### src/rtl/rst_seq_pkg.sv
// rst_seq_pkg: shared FSM state type and counter sizing for the reset sequencer.
package rst_seq_pkg;

    typedef enum logic [2:0] {
        WAIT_LOCK,
        STABLE,
        REL_BOOT,
        REL_UART,
        REL_CORE,
        RUN,
        SW_RST
    } state_t;

    // Width of a counter that must reach (largest limit - 1).
    function automatic int cnt_width(input int a, input int b, input int c, input int d, input int e);
        int m;
        m = a;
        m = (b > m) ? b : m;
        m = (c > m) ? c : m;
        m = (d > m) ? d : m;
        m = (e > m) ? e : m;
        return (m > 2) ? $clog2(m) : 1;
    endfunction

endpackage

### src/rtl/rst_sequencer_if.sv
// rst_sequencer_if: lock/request inputs and domain reset outputs of the reset sequencer.
interface rst_sequencer_if;

    logic pll_locked;
    logic sw_rst_req;
    logic sys_rst_n;
    logic boot_rst_n;
    logic uart_rst_n;
    logic core_rst_n;
    logic seq_done;
    logic pll_rst;
    logic lock_timeout;

    modport master (
        input  pll_locked, sw_rst_req,
        output sys_rst_n, boot_rst_n, uart_rst_n, core_rst_n, seq_done, pll_rst, lock_timeout
    );

    modport slave (
        output pll_locked, sw_rst_req,
        input  sys_rst_n, boot_rst_n, uart_rst_n, core_rst_n, seq_done, pll_rst, lock_timeout
    );

endinterface

### src/rtl/rst_sequencer_sync_ff.sv
// sync_ff: STAGES-deep single-bit synchronizer, flops cleared to 0 by rst.
module sync_ff #(
    parameter int STAGES = 2
) (
    input  logic clk,
    input  logic rst,
    input  logic d,
    output logic q
);

    logic [STAGES-1:0] sync_q, sync_d;

    always_comb sync_d = {sync_q[STAGES-2:0], d};

    always_ff @(posedge clk or posedge rst) begin
        if (rst) sync_q <= '0;
        else     sync_q <= sync_d;
    end

    assign q = sync_q[STAGES-1];

endmodule

### src/rtl/rst_sequencer.sv
// rst_sequencer: releases boot, uart then core resets once PLL lock is stable.
// Define RST_SEQ_WDOG_EN for the lock watchdog that pulses pll_rst and flags lock_timeout.
module rst_sequencer
    import rst_seq_pkg::*;
#(
    parameter int SYNC_STAGES        = 2,
    parameter int LOCK_STABLE_CYCLES = 1024,
    parameter int STAGE_GAP          = 16,
    parameter int SW_RST_CYCLES      = 32,
    parameter int LOCK_TIMEOUT       = 65536,
    parameter int PLL_RST_CYCLES     = 8
) (
    input logic             clk,
    input logic             rst,
    rst_sequencer_if.master bus
);

    localparam int CW = cnt_width(LOCK_STABLE_CYCLES, STAGE_GAP, SW_RST_CYCLES, LOCK_TIMEOUT, PLL_RST_CYCLES);

    state_t        state_q, state_d;
    logic [CW-1:0] cnt_q, cnt_d;
    logic          locked_s, wdog_fire, cnt_idle;
    logic          sys_rst_n_q, sys_rst_n_d;
    logic          boot_rst_n_q, boot_rst_n_d;
    logic          uart_rst_n_q, uart_rst_n_d;
    logic          core_rst_n_q, core_rst_n_d;
    logic          seq_done_q, seq_done_d;

    sync_ff #(.STAGES(SYNC_STAGES)) u_lock_sync (
        .clk (clk),
        .rst (rst),
        .d   (bus.pll_locked),
        .q   (locked_s)
    );

    // Lock loss outranks every other transition, then sw request, then counter expiry.
    always_comb begin
        state_d = state_q;
        if (state_q != WAIT_LOCK && !locked_s) begin
            state_d = WAIT_LOCK;
        end else begin
            case (state_q)
                WAIT_LOCK: if (locked_s) state_d = STABLE;
                STABLE:    if (cnt_q == CW'(LOCK_STABLE_CYCLES - 1)) state_d = REL_BOOT;
                REL_BOOT:  if (cnt_q == CW'(STAGE_GAP - 1)) state_d = REL_UART;
                REL_UART:  if (cnt_q == CW'(STAGE_GAP - 1)) state_d = REL_CORE;
                REL_CORE:  if (cnt_q == CW'(STAGE_GAP - 1)) state_d = RUN;
                RUN:       if (bus.sw_rst_req) state_d = SW_RST;
                SW_RST:    if (cnt_q == CW'(SW_RST_CYCLES - 1)) state_d = RUN;
                default:   state_d = WAIT_LOCK;
            endcase
        end
        cnt_d        = (state_d != state_q || cnt_idle || wdog_fire) ? '0 : cnt_q + CW'(1);
        sys_rst_n_d  = state_d inside {REL_BOOT, REL_UART, REL_CORE, RUN, SW_RST};
        boot_rst_n_d = state_d inside {REL_BOOT, REL_UART, REL_CORE, RUN, SW_RST};
        uart_rst_n_d = state_d inside {REL_UART, REL_CORE, RUN, SW_RST};
        core_rst_n_d = state_d inside {REL_CORE, RUN};
        seq_done_d   = state_d == RUN;
    end

    always_ff @(posedge clk or posedge rst) begin
        if (rst) begin
            state_q      <= WAIT_LOCK;
            cnt_q        <= '0;
            sys_rst_n_q  <= 1'b0;
            boot_rst_n_q <= 1'b0;
            uart_rst_n_q <= 1'b0;
            core_rst_n_q <= 1'b0;
            seq_done_q   <= 1'b0;
        end else begin
            state_q      <= state_d;
            cnt_q        <= cnt_d;
            sys_rst_n_q  <= sys_rst_n_d;
            boot_rst_n_q <= boot_rst_n_d;
            uart_rst_n_q <= uart_rst_n_d;
            core_rst_n_q <= core_rst_n_d;
            seq_done_q   <= seq_done_d;
        end
    end

    assign bus.sys_rst_n  = sys_rst_n_q;
    assign bus.boot_rst_n = boot_rst_n_q;
    assign bus.uart_rst_n = uart_rst_n_q;
    assign bus.core_rst_n = core_rst_n_q;
    assign bus.seq_done   = seq_done_q;

`ifdef RST_SEQ_WDOG_EN
    localparam int PW = $clog2(PLL_RST_CYCLES + 1);

    logic [PW-1:0] prc_q, prc_d;
    logic          pll_rst_q, pll_rst_d;
    logic          lock_timeout_q, lock_timeout_d;

    // The shared counter doubles as the lock watchdog while waiting for lock.
    assign wdog_fire = state_q == WAIT_LOCK && !locked_s && cnt_q == CW'(LOCK_TIMEOUT - 1);
    assign cnt_idle  = state_q == RUN;

    always_comb begin
        prc_d          = wdog_fire ? PW'(PLL_RST_CYCLES) : (prc_q != '0 ? prc_q - PW'(1) : '0);
        pll_rst_d      = prc_d != '0;
        lock_timeout_d = wdog_fire || (lock_timeout_q && !(state_q == STABLE && state_d == REL_BOOT));
    end

    always_ff @(posedge clk or posedge rst) begin
        if (rst) begin
            prc_q          <= '0;
            pll_rst_q      <= 1'b0;
            lock_timeout_q <= 1'b0;
        end else begin
            prc_q          <= prc_d;
            pll_rst_q      <= pll_rst_d;
            lock_timeout_q <= lock_timeout_d;
        end
    end

    assign bus.pll_rst      = pll_rst_q;
    assign bus.lock_timeout = lock_timeout_q;
`else
    assign wdog_fire        = 1'b0;
    assign cnt_idle         = state_q inside {WAIT_LOCK, RUN};
    assign bus.pll_rst      = 1'b0;
    assign bus.lock_timeout = 1'b0;
`endif

endmodule

### src/flat_wrapper.sv
// flat-port wrapper written by rule: the top's interface ports become plain ports
module rst_sequencer_flat import rst_seq_pkg::*;
#(
    parameter int SYNC_STAGES        = 2,
    parameter int LOCK_STABLE_CYCLES = 1024,
    parameter int STAGE_GAP          = 16,
    parameter int SW_RST_CYCLES      = 32,
    parameter int LOCK_TIMEOUT       = 65536,
    parameter int PLL_RST_CYCLES     = 8
)
  (clk, rst, bus_pll_locked, bus_sw_rst_req, bus_sys_rst_n, bus_boot_rst_n, bus_uart_rst_n, bus_core_rst_n, bus_seq_done, bus_pll_rst, bus_lock_timeout);
  rst_sequencer_if bus_i ();
  input logic clk;
  input logic rst;
  input wire logic [$bits(bus_i.pll_locked)-1:0] bus_pll_locked;
  input wire logic [$bits(bus_i.sw_rst_req)-1:0] bus_sw_rst_req;
  output wire logic [$bits(bus_i.sys_rst_n)-1:0] bus_sys_rst_n;
  output wire logic [$bits(bus_i.boot_rst_n)-1:0] bus_boot_rst_n;
  output wire logic [$bits(bus_i.uart_rst_n)-1:0] bus_uart_rst_n;
  output wire logic [$bits(bus_i.core_rst_n)-1:0] bus_core_rst_n;
  output wire logic [$bits(bus_i.seq_done)-1:0] bus_seq_done;
  output wire logic [$bits(bus_i.pll_rst)-1:0] bus_pll_rst;
  output wire logic [$bits(bus_i.lock_timeout)-1:0] bus_lock_timeout;
  assign bus_i.pll_locked = bus_pll_locked;
  assign bus_i.sw_rst_req = bus_sw_rst_req;
  assign bus_sys_rst_n = bus_i.sys_rst_n;
  assign bus_boot_rst_n = bus_i.boot_rst_n;
  assign bus_uart_rst_n = bus_i.uart_rst_n;
  assign bus_core_rst_n = bus_i.core_rst_n;
  assign bus_seq_done = bus_i.seq_done;
  assign bus_pll_rst = bus_i.pll_rst;
  assign bus_lock_timeout = bus_i.lock_timeout;
  rst_sequencer #(.SYNC_STAGES(SYNC_STAGES), .LOCK_STABLE_CYCLES(LOCK_STABLE_CYCLES), .STAGE_GAP(STAGE_GAP), .SW_RST_CYCLES(SW_RST_CYCLES), .LOCK_TIMEOUT(LOCK_TIMEOUT), .PLL_RST_CYCLES(PLL_RST_CYCLES)) u_core (.clk(clk), .rst(rst), .bus(bus_i));
endmodule
### config.mk
export PLATFORM = sky130hd
export DESIGN_NAME = rst_sequencer_flat
export DESIGN_NICKNAME = d
export VERILOG_FILES = /design/src/rtl/rst_seq_pkg.sv /design/src/rtl/rst_sequencer_if.sv /design/src/rtl/rst_sequencer_sync_ff.sv /design/src/rtl/rst_sequencer.sv /design/src/flat_wrapper.sv
export SDC_FILE = /design/constraint.sdc
export NUM_CORES = 1
export LEC_CHECK = 0
export BUFFER_PORTS_ARGS = -buffer_cell sky130_fd_sc_hd__buf_2
export CORE_UTILIZATION = 55
export DETAILED_ROUTE_END_ITERATION = 16
export GPL_ROUTABILITY_DRIVEN = 0
export PLACE_DENSITY = 0.75
export SYNTH_ARGS = -nofsm -noshare
export SYNTH_HDL_FRONTEND = slang
export SYNTH_SLANG_ARGS = --single-unit
### constraint.sdc
create_clock -name clk -period 2.9 [get_ports clk]
set_clock_uncertainty 0.1 [all_clocks]
set_input_delay 0.435 -clock clk [delete_from_list [all_inputs] [get_ports clk]]
set_output_delay 0.435 -clock clk [all_outputs]
set_load 0.02 [all_outputs]
==> results.toml, run 1 <==
[run_status]
outcome = "complete, no violations"

[layout]
final_core_util_pct = 62.2
nNetsFinal = 167
diodes = 0
synthToLayoutAreaGrowth_pct = 3.86
layout-drive-gt1-share_pct = 16.8
stdcell_area_mm2 = 0.00158

[placement]
dpl.hpwl_um = 1970
io_buffers = 8
dpl_cell_area_mm2 = 0.00155

[cts]
cts_setup_buffers = 0
path_clk_slew_ns = 0.15
cts_buffers = 3
cts_root_buf = "clkbuf_4"
htree_levels = 1
cts_tree = "done"
insertion_delay_ns = 0.32
clockBufferDepth = 2
hold_buffers = 0
cts_resized = 0
cts.sinks = 25

[hold_path]
whs_endpoint = "u_core.u_lock_sync.sync_q[0]$_DFF_PP0_"
min_from = "bus_pll_locked"
min_path_type = "primary input to flop"
holdPathStages = 1

[synthesis]
ys_types = 40
syn_area_mm2 = 0.00153
ys.flop_type = "dfrtp_1"
synthCells = 157
ys_seq_area_share_pct = 41.0
synth_warnings = 0
postSynthAreaPerCell_um2 = 9.71
yosys_register_bits = 25
synthArstFlopShare_pct = 100
synth_edf_count = 0

[route]
viasPerCell = 6.35
wl_um = 2900
drt_iter0_drc = 34
first_pass_iters = 4
vias = 1213
route.detailed.wl_per_inst_um = 15.2
route.detailed.drc = 0
ant_nets = 0

[setup_path]
critical_path.max_fanout = 16
crit_arrival_ns = 2.63
crit_start = "u_core.state_q[1]$_DFF_PP0_"
r2r.worst_path.cells = 6
crit_type = "flop to flop"
worst_r2r_endpoint = "u_core.cnt_q[15]$_DFF_PP0_"
r2r-start = "u_core.state_q[1]$_DFF_PP0_"
crit_required_ns = 3.02
end_kind = "flop"
startpoint_type = "flop"
reg2reg_slack_ns = 0.39

[floorplanning]
dieWidth_um = 54.7
core_region_area_mm2 = 0.00254
die_y_um = 54.7
start_util_pct = 59.9
ios = 11
dieArea_mm2 = 0.00299
rows = 18

[pwr]
switchingPower_mw = 0.290
switching_share_pct = 36.6
total_power_mw = 0.793
power_frac_seq_pct = 50.8
ir_worst_vdd_v = 0.000472
power.share.clock_pct = 21.1
p_int_mw = 0.503
power.density_mw_per_mm2 = 501
p_comb_share_pct = 28.1
p_leak_nw = 0.691

[grt]
grt_pass1_wl_um = 4890
met2_usage_pct = 39.2
grt_use_met1_pct = 28.8
grt_pass1_vias = 1127
antenna_found_initial = 0
grt_max_degree = 26
busiest_layer = "met2"
grt.overflow.total = 0
grtUsageTotal_pct = 22.7
grt.met3_usage_pct = 3.33

[timing]
finalSetupViolCount = 0
setup_tns_ns = 0
period_share_pct = 86.5
rsz0062_at_grt = "false"
hold_viol_final = 0
period_minus_slack_ns = 2.51
hold_ws_ns = 0.102
slew_headroom_pct = 39.4
tightest_slew_ns = 0.908
clock.fmax_ghz = 0.399
drv_slew = 0

[job]
drv_cap = 0
-- layer usage --
metal	up-vias	wire, um	share of wire [%]
met4	0	34	1.2
met5	-	0	0
li1	580	-	-
met1	585	1300	45
met3	6	125	4.3
met2	42	1450	50
-- critical path: stages, from the launching register on --
cell and delay [ns]:
dfrtp_1 0.55, or4b_1 0.58, o31a_1 0.14, and2_0 0.16
a2111o_1 0.40, buf_4 0.21, nor4_1 0.26
-- worst max path at each step --
| stage | end | slack, ns | depth (start not counted) |
|---|---|---|---|
| 3_3_place_gp | u_core.cnt_q[1]$_DFF_PP0_ | 0.53 | 6 |
| 4_1_cts | u_core.cnt_q[1]$_DFF_PP0_ | 0.39 | 6 |
| 2_1_floorplan | u_core.cnt_q[10]$_DFF_PP0_ | 0.65 | 7 |
| 3_5_place_dp | u_core.cnt_q[1]$_DFF_PP0_ | 0.43 | 6 |
| 6_report | u_core.cnt_q[15]$_DFF_PP0_ | 0.39 | 6 |
| 5_1_grt | u_core.cnt_q[3]$_DFF_PP0_ | 0.27 | 6 |
-- stage by stage --
step | setup WS, ns | cells
detailed placement | 0.428 | 187
floorplan | 0.654 | 158
finish | 0.391 | 191
global route | 0.272 | 191
CTS | 0.390 | 191
global placement | 0.534 | 187
-- cells in the mapped netlist (all sizes together), types with 2 or more instances --
master	instances	area, um^2
dfrtp	25	626
nor4	20	196
nand2	12	45.0
nor2	10	37.5
xor2	9	78.8
buf	8	65.1
nand4	7	43.8
a21oi	6	30.0
xnor2	6	52.6
and4	5	43.8
clkbuf	5	18.8
inv	5	18.8
o21ai	5	25.0
nand3	4	20.0
nor3	4	20.0
nor2b	3	18.8
and2	2	12.5
and3	2	12.5
mux2i	2	20.0
nand2b	2	12.5
-- layout by cell type, fill, tap and decap left out, types with 2 or more instances in the layout --
| master | Yosys | layout |
|---|---|---|
| mux2i_1 | 2 | 2 |
| o21ai_0 | 5 | 5 |
| nand4_1 | 7 | 7 |
| nand2b_1 | 2 | 2 |
| dfrtp_1 | 25 | 25 |
| xnor2_1 | 6 | 6 |
| nor2_1 | 10 | 10 |
| nor3_1 | 4 | 4 |
| nor2b_1 | 3 | 3 |
| nand2_1 | 12 | 12 |
| inv_1 | 5 | 5 |
| buf_4 | 5 | 4 |
| buf_2 | 1 | 8 |
| nor4_2 | 9 | 9 |
| a21oi_1 | 6 | 6 |
| conb_1 | 1 | 2 |
| nand3_1 | 4 | 4 |
| and4_1 | 5 | 5 |
| nor4_1 | 10 | 10 |
| clkbuf_4 | 0 | 3 |
| and3_1 | 2 | 2 |
| xor2_1 | 9 | 9 |
-- flip-flops by register name, indices dropped and copies added, names as in the netlist --
| name | count |
|---|---|
| u_core.cnt_q | 16 |
| u_core.state_q | 3 |
| u_core.u_lock_sync.sync_q | 2 |
| u_core.bus.core_rst_n | 1 |
| u_core.bus.seq_done | 1 |
| u_core.bus.sys_rst_n | 1 |
| u_core.bus.uart_rst_n | 1 |
-- area by class of cell --
type / count / area [um^2]
Sequential cell: 25 / 626
Clock buffer: 3 / 22.5
Fill cell: 224 / 961
Multi-Input combinational cell: 115 / 801
Timing Repair Buffer: 12 / 70.1
Inverter: 5 / 18.8
Tap cell: 30 / 37.5
Clock inverter: 1 / 8.76
-- power by group through the flow --
stage                     clock network [mW]  registers, mW  logic [mW]
after floorplan                            0          0.391       0.210
after global placement                     0          0.409       0.217
after detailed placement                   0          0.410       0.222
after CTS                              0.171          0.403       0.223
after global routing                   0.180          0.408       0.251
final                                  0.167          0.403       0.223
-- kinds of logic after synthesis --
logic type | count (synthesis) | share of synthesized area (%)
AO/OA/AOI/OAI | 19 | 8.12
XOR/XNOR | 15 | 8.61
adder cells (fa/ha/maj) | 1 | 0.820
buffers and inverters | 18 | 6.73
flip-flops | 25 | 41.0
multiplexers | 2 | 1.31
other | 1 | 0.246
AND/OR/NAND/NOR | 76 | 33.1
(Power assumes the default switching activity.)
==> run 2: changes to the inputs <==
--- a/config.mk
+++ b/config.mk
@@ -6,10 +6,10 @@
 export NUM_CORES = 1
 export LEC_CHECK = 0
 export BUFFER_PORTS_ARGS = -buffer_cell sky130_fd_sc_hd__buf_2
-export CORE_UTILIZATION = 55
+export CORE_UTILIZATION = 40
 export DETAILED_ROUTE_END_ITERATION = 16
 export GPL_ROUTABILITY_DRIVEN = 0
-export PLACE_DENSITY = 0.75
+export PLACE_DENSITY = 0.58
 export SYNTH_ARGS = -nofsm -noshare
 export SYNTH_HDL_FRONTEND = slang
 export SYNTH_SLANG_ARGS = --single-unit
==> run 2 against run 1 <==
Against the previous run:
- final area up 3.3%
- non-clock buffer count increased by 2
- global-route usage down 6.0 points
- critical endpoint is now u_core.cnt_q[2]$_DFF_PP0_
- largest cell class unchanged
- first-iteration DRC count rose to 2.6 times the previous value
- critical path depth unchanged
- maximum frequency up 6.7%
- total power rose by 4.4%
- sequential power is essentially flat
- worst setup slack improved by 0.16 ns
==> results.toml, run 2 (same netlist as run 1, synthesis figures left out) <==
[run_status]
outcome = "complete, no violations"

[layout]
final_core_util_pct = 44.7
top_register = "u_core.cnt_q"
stdcell_area_mm2 = 0.00164
synthToLayoutAreaGrowth_pct = 7.30
reg.largest.list = "u_core.cnt_q (16), u_core.state_q (3), u_core.u_lock_sync.sync_q (2)"
layout_common_cells = "25 x dfrtp_1, 12 x nand2_1, 10 x nor2_1, 10 x nor4_1"
layout-drive-gt1-share_pct = 17.8
diodes = 0
largest_reg_flops = 16
finalNonFillerCells = 211
mostFrequentLayoutCell = "dfrtp_1"
nNetsFinal = 169

[grt]
grtUsageTotal_pct = 16.7
grt_pass1_wl_um = 5330
antenna_found_initial = 0
grt_max_degree = 26
grt.overflow.total = 0
grt_pass1_vias = 1092

[timing]
tightest_slew_ns = 0.890
hold_ws_ns = 0.170
setup_tns_ns = 0
period_share_pct = 81.1
clock.fmax_ghz = 0.425
period_minus_slack_ns = 2.35
finalSetupViolCount = 0
rsz0062_at_grt = "false"
slew_headroom_pct = 40.6
drv_slew = 0
final.setup.worst_slack_ns = 0.547
hold_viol_final = 0

[hold_path]
min_path_type = "primary input to flop"

[floorplanning]
start_util_pct = 41.7
die_y_um = 63.8
dieArea_mm2 = 0.00406
dieWidth_um = 63.8
core_region_area_mm2 = 0.00366
rows = 22
ios = 11

[setup_path]
reg2reg_slack_ns = 0.55
path_cells = "or4b_1 > o31a_1 > and2_0 > a2111o_1 > buf_4 > nor4_1"
crit_type = "flop to flop"
end_kind = "flop"
crit_required_ns = 2.97
crit_arrival_ns = 2.42
slowest_delay_ns = 0.51
slowest_stage = "or4b_1"
critical_path.max_fanout = 16
startpoint_type = "flop"

[cts]
htree_levels = 1
cts_root_buf = "clkbuf_8"
hold_buffers = 0
cts.sinks = 25
cts_setup_buffers = 0
cts_resized = 0
clockBufferDepth = 2
cts_buffers = 3
insertion_delay_ns = 0.27
cts_tree = "done"
path_clk_slew_ns = 0.08

[route]
vias = 1185
viasPerCell = 5.62
wl_um = 3090
route.detailed.drc = 0
ant_nets = 0
route.detailed.wl_per_inst_um = 14.7
first_pass_iters = 4
drt_iter0_drc = 88

[pwr]
total_power_mw = 0.828
ir_worst_vdd_v = 0.000371
power.density_mw_per_mm2 = 506
p_leak_nw = 0.709

[placement]
place_ws_ns = 0.582
dpl_cell_area_mm2 = 0.00159
dpl.hpwl_um = 2190
dp_cells = 207
io_buffers = 8

[job]
drv_cap = 0
-- run 2: cell count changes in the layout (fill, tap and decap cells not counted), sizes merged --
cell,before,now
buf,12,14
clkinv,0,1
inv,6,5
-- run 2: path summary, 6_finish.rpt --
check,from,endpoint,depth (start not counted)
setup / recovery,u_core.state_q[0]$_DFF_PP0_,u_core.cnt_q[2]$_DFF_PP0_,6
hold / removal,bus_pll_locked,u_core.u_lock_sync.sync_q[0]$_DFF_PP0_,1
setup reg to reg,u_core.state_q[0]$_DFF_PP0_,u_core.cnt_q[2]$_DFF_PP0_,6
hold reg to reg,u_core.u_lock_sync.sync_q[0]$_DFF_PP0_,u_core.u_lock_sync.sync_q[1]$_DFF_PP0_,0
max in group asynchronous,rst,u_core.cnt_q[10]$_DFF_PP0_,2
min in group asynchronous,rst,u_core.bus.core_rst_n$_DFF_PP0_,2
-- run 2: metal layers --
metal	wire (um)	vias up	GRT usage, %
met3	108	5	2.14
met4	57	0	7.67
li1	-	584	-
met2	1440	34	25.0
met5	0	-	0
met1	1480	562	24.0
-- run 2: where the power goes --
group | internal (mW) | switching [mW]
Combinational | 0.0751 | 0.150
Sequential | 0.371 | 0.0309
Clock | 0.0961 | 0.104
Total | 0.542 | 0.286
-- run 2: critical path, delay by kind of cell, from the launching register on --
family          cells  cell delay, ns
buf+inv             1            0.21
flops               1            0.47
compound gates      2            0.54
simple gates        3            0.92
-- run 2: layout make-up --
cell class | instances | area, um^2
Tap cell | 48 | 60.1
Clock inverter | 1 | 5.00
Inverter | 5 | 18.8
Fill cell | 348 | 2020
Sequential cell | 25 | 626
Multi-Input combinational cell | 115 | 801
Clock buffer | 3 | 41.3
Timing Repair Buffer | 14 | 85.1
==> run 3: changes to the inputs <==
==> constraint.sdc (replaced) <==
create_clock -name clk -period 2.25 [get_ports clk]
set_clock_uncertainty 0.1 [all_clocks]
set_input_delay 0.3375 -clock clk [delete_from_list [all_inputs] [get_ports clk]]
set_output_delay 0.3375 -clock clk [all_outputs]
set_load 0.02 [all_outputs]
==> run 3 against run 2 <==
Against the previous run:
- clock power is 37% higher
- utilization up 4.7 points
- worst hold slack lost 0.11 ns
- sequential power grew 25%
- sequential share of layout area decreased by 3.6 points
- critical path type unchanged
- largest cell class unchanged
==> results.toml, run 3 (same netlist as run 1, synthesis figures left out) <==
[cts]
insertion_delay_ns = 0.28
cts_tree = "done"
cts_root_buf = "clkbuf_8"
path_clk_slew_ns = 0.09
cts_buffers = 3
htree_levels = 1
cts.sinks = 25
clockBufferDepth = 2

[setup_path]
reg2reg_slack_ns = 0.02
worst_r2r_endpoint = "u_core.cnt_q[10]$_DFF_PP0_"
r2r-start = "u_core.state_q[1]$_DFF_PP0_"
crit_required_ns = 2.32
path_cells = "or4b_1 > o31a_1 > and2_1 > a2111o_1 > buf_12 > nor4_2"
slowest_stage = "or4b_1"
critPathTopFamily = "simple AND/OR/NAND/NOR gates"
slowest_delay_ns = 0.52
critical_path.max_fanout = 16
startpoint_type = "flop"
crit_type = "flop to flop"
r2r.worst_path.cells = 6
end_kind = "flop"
crit_buf_inv = 1
crit_arrival_ns = 2.30

[job]
drv_cap = 0

[layout]
diodes = 0
top_register = "u_core.cnt_q"
stdcell_area_mm2 = 0.00181
layout_common_cells = "25 x dfrtp_1, 12 x nor4_2, 12 x nand2_1, 12 x buf_4, 10 x nor2_1"
nNetsFinal = 178
synthToLayoutAreaGrowth_pct = 18.5
layout-drive-gt1-share_pct = 26.2
reg.largest.list = "u_core.cnt_q (16), u_core.state_q (3), u_core.u_lock_sync.sync_q (2)"
num-fill-cells = 341
largest_reg_flops = 16
mostFrequentLayoutCell = "dfrtp_1"
regArea_um2 = 626
multiInputGateArea_um2 = 873

[grt]
grtUsageTotal_pct = 17.3
grt_pass1_vias = 1230
grt_pass1_wl_um = 5530
grt_max_degree = 26
grt.overflow.total = 0
antenna_found_initial = 0

[timing]
period_minus_slack_ns = 2.23
rsz0062_at_grt = "true"
hold_viol_final = 0
clock.fmax_ghz = 0.449
setup_tns_ns = 0
finalSetupViolCount = 0
drv_slew = 0
final.setup.worst_slack_ns = 0.0223
period_share_pct = 99.0

[floorplanning]
start_util_pct = 41.7
die_y_um = 63.8
ios = 11
core_region_area_mm2 = 0.00366
dieWidth_um = 63.8
dieArea_mm2 = 0.00406
rows = 22

[route]
drt_iter0_drc = 121
route.detailed.drc = 0
ant_nets = 0
wl_um = 3140
first_pass_iters = 4
route.detailed.wl_per_inst_um = 14.3
viasPerCell = 5.56
vias = 1224

[placement]
dpl.hpwl_um = 2210
dpl_cell_area_mm2 = 0.00168
io_buffers = 8
place_ws_ns = -0.0241

[hold_path]
whs_endpoint = "u_core.u_lock_sync.sync_q[0]$_DFF_PP0_"
holdPathStages = 1
min_from = "bus_pll_locked"
min_path_type = "primary input to flop"

[run_status]
outcome = "complete, no violations"

[pwr]
ir_worst_vdd_v = 0.000409
p_leak_nw = 0.767
power.density_mw_per_mm2 = 660
-- run 3: cell types whose count changed in the layout (fill, tap and decap cells not counted), moves of 2 or more --
cell | before | now
nor4_2 | 9 | 12
nor4_1 | 10 | 4
nor4_4 | 1 | 4
buf_12 | 0 | 2
buf_4 | 6 | 12
-- run 3: layout make-up --
type	instances	area share, %
multi-input cells	115	48.3
clock inverters	1	0.484
inverters	5	1.04
clock buffers	3	2.28
well taps	48	3.32
repair buffers	23	9.97
flip-flops and latches	25	34.6
-- run 3: layer usage --
metal / vias up / global-route usage (%) / routed length, um
li1: 600 / - / -
met4: 0 / 7.67 / 51
met3: 5 / 1.25 / 52
met2: 23 / 29.0 / 1540
met1: 596 / 22.9 / 1500
met5: - / 0 / 0
-- run 3: stage by stage --
step	hold slack [ns]	power, mW	util [%]	std cells
floorplan	0.231	0.775	-	158
global placement	0.238	0.863	45.8	215
detailed placement	0.246	0.876	45.8	215
CTS	0.0540	1.17	47.9	220
global route	0.0535	1.26	49.4	220
finish	0.0584	1.19	49.4	220
-- run 3: timing repair --
item,in CTS,in global routing
hold buffers,1,0
setup buffers,0,0
hold endpoints to repair,16,0
gates resized for setup,3,10
setup endpoints to repair,4,18
pin swaps,1,0
-- run 3: worst max-delay path by stage --
stage | endpoint | start | depth (start not counted)
4_1_cts | u_core.cnt_q[15]$_DFF_PP0_ | u_core.state_q[1]$_DFF_PP0_ | 6
3_5_place_dp | u_core.cnt_q[15]$_DFF_PP0_ | u_core.state_q[1]$_DFF_PP0_ | 6
5_1_grt | u_core.cnt_q[15]$_DFF_PP0_ | u_core.state_q[1]$_DFF_PP0_ | 6
3_3_place_gp | u_core.cnt_q[1]$_DFF_PP0_ | u_core.state_q[1]$_DFF_PP0_ | 6
6_report | u_core.cnt_q[10]$_DFF_PP0_ | u_core.state_q[1]$_DFF_PP0_ | 6
2_1_floorplan | u_core.cnt_q[10]$_DFF_PP0_ | u_core.state_q[0]$_DFF_PP0_ | 7
-- run 3: report_power, final --
part           switching [mW]  internal (mW)
Combinational           0.263          0.153
Sequential             0.0245          0.478
Clock                   0.146          0.130
Total                   0.433          0.761
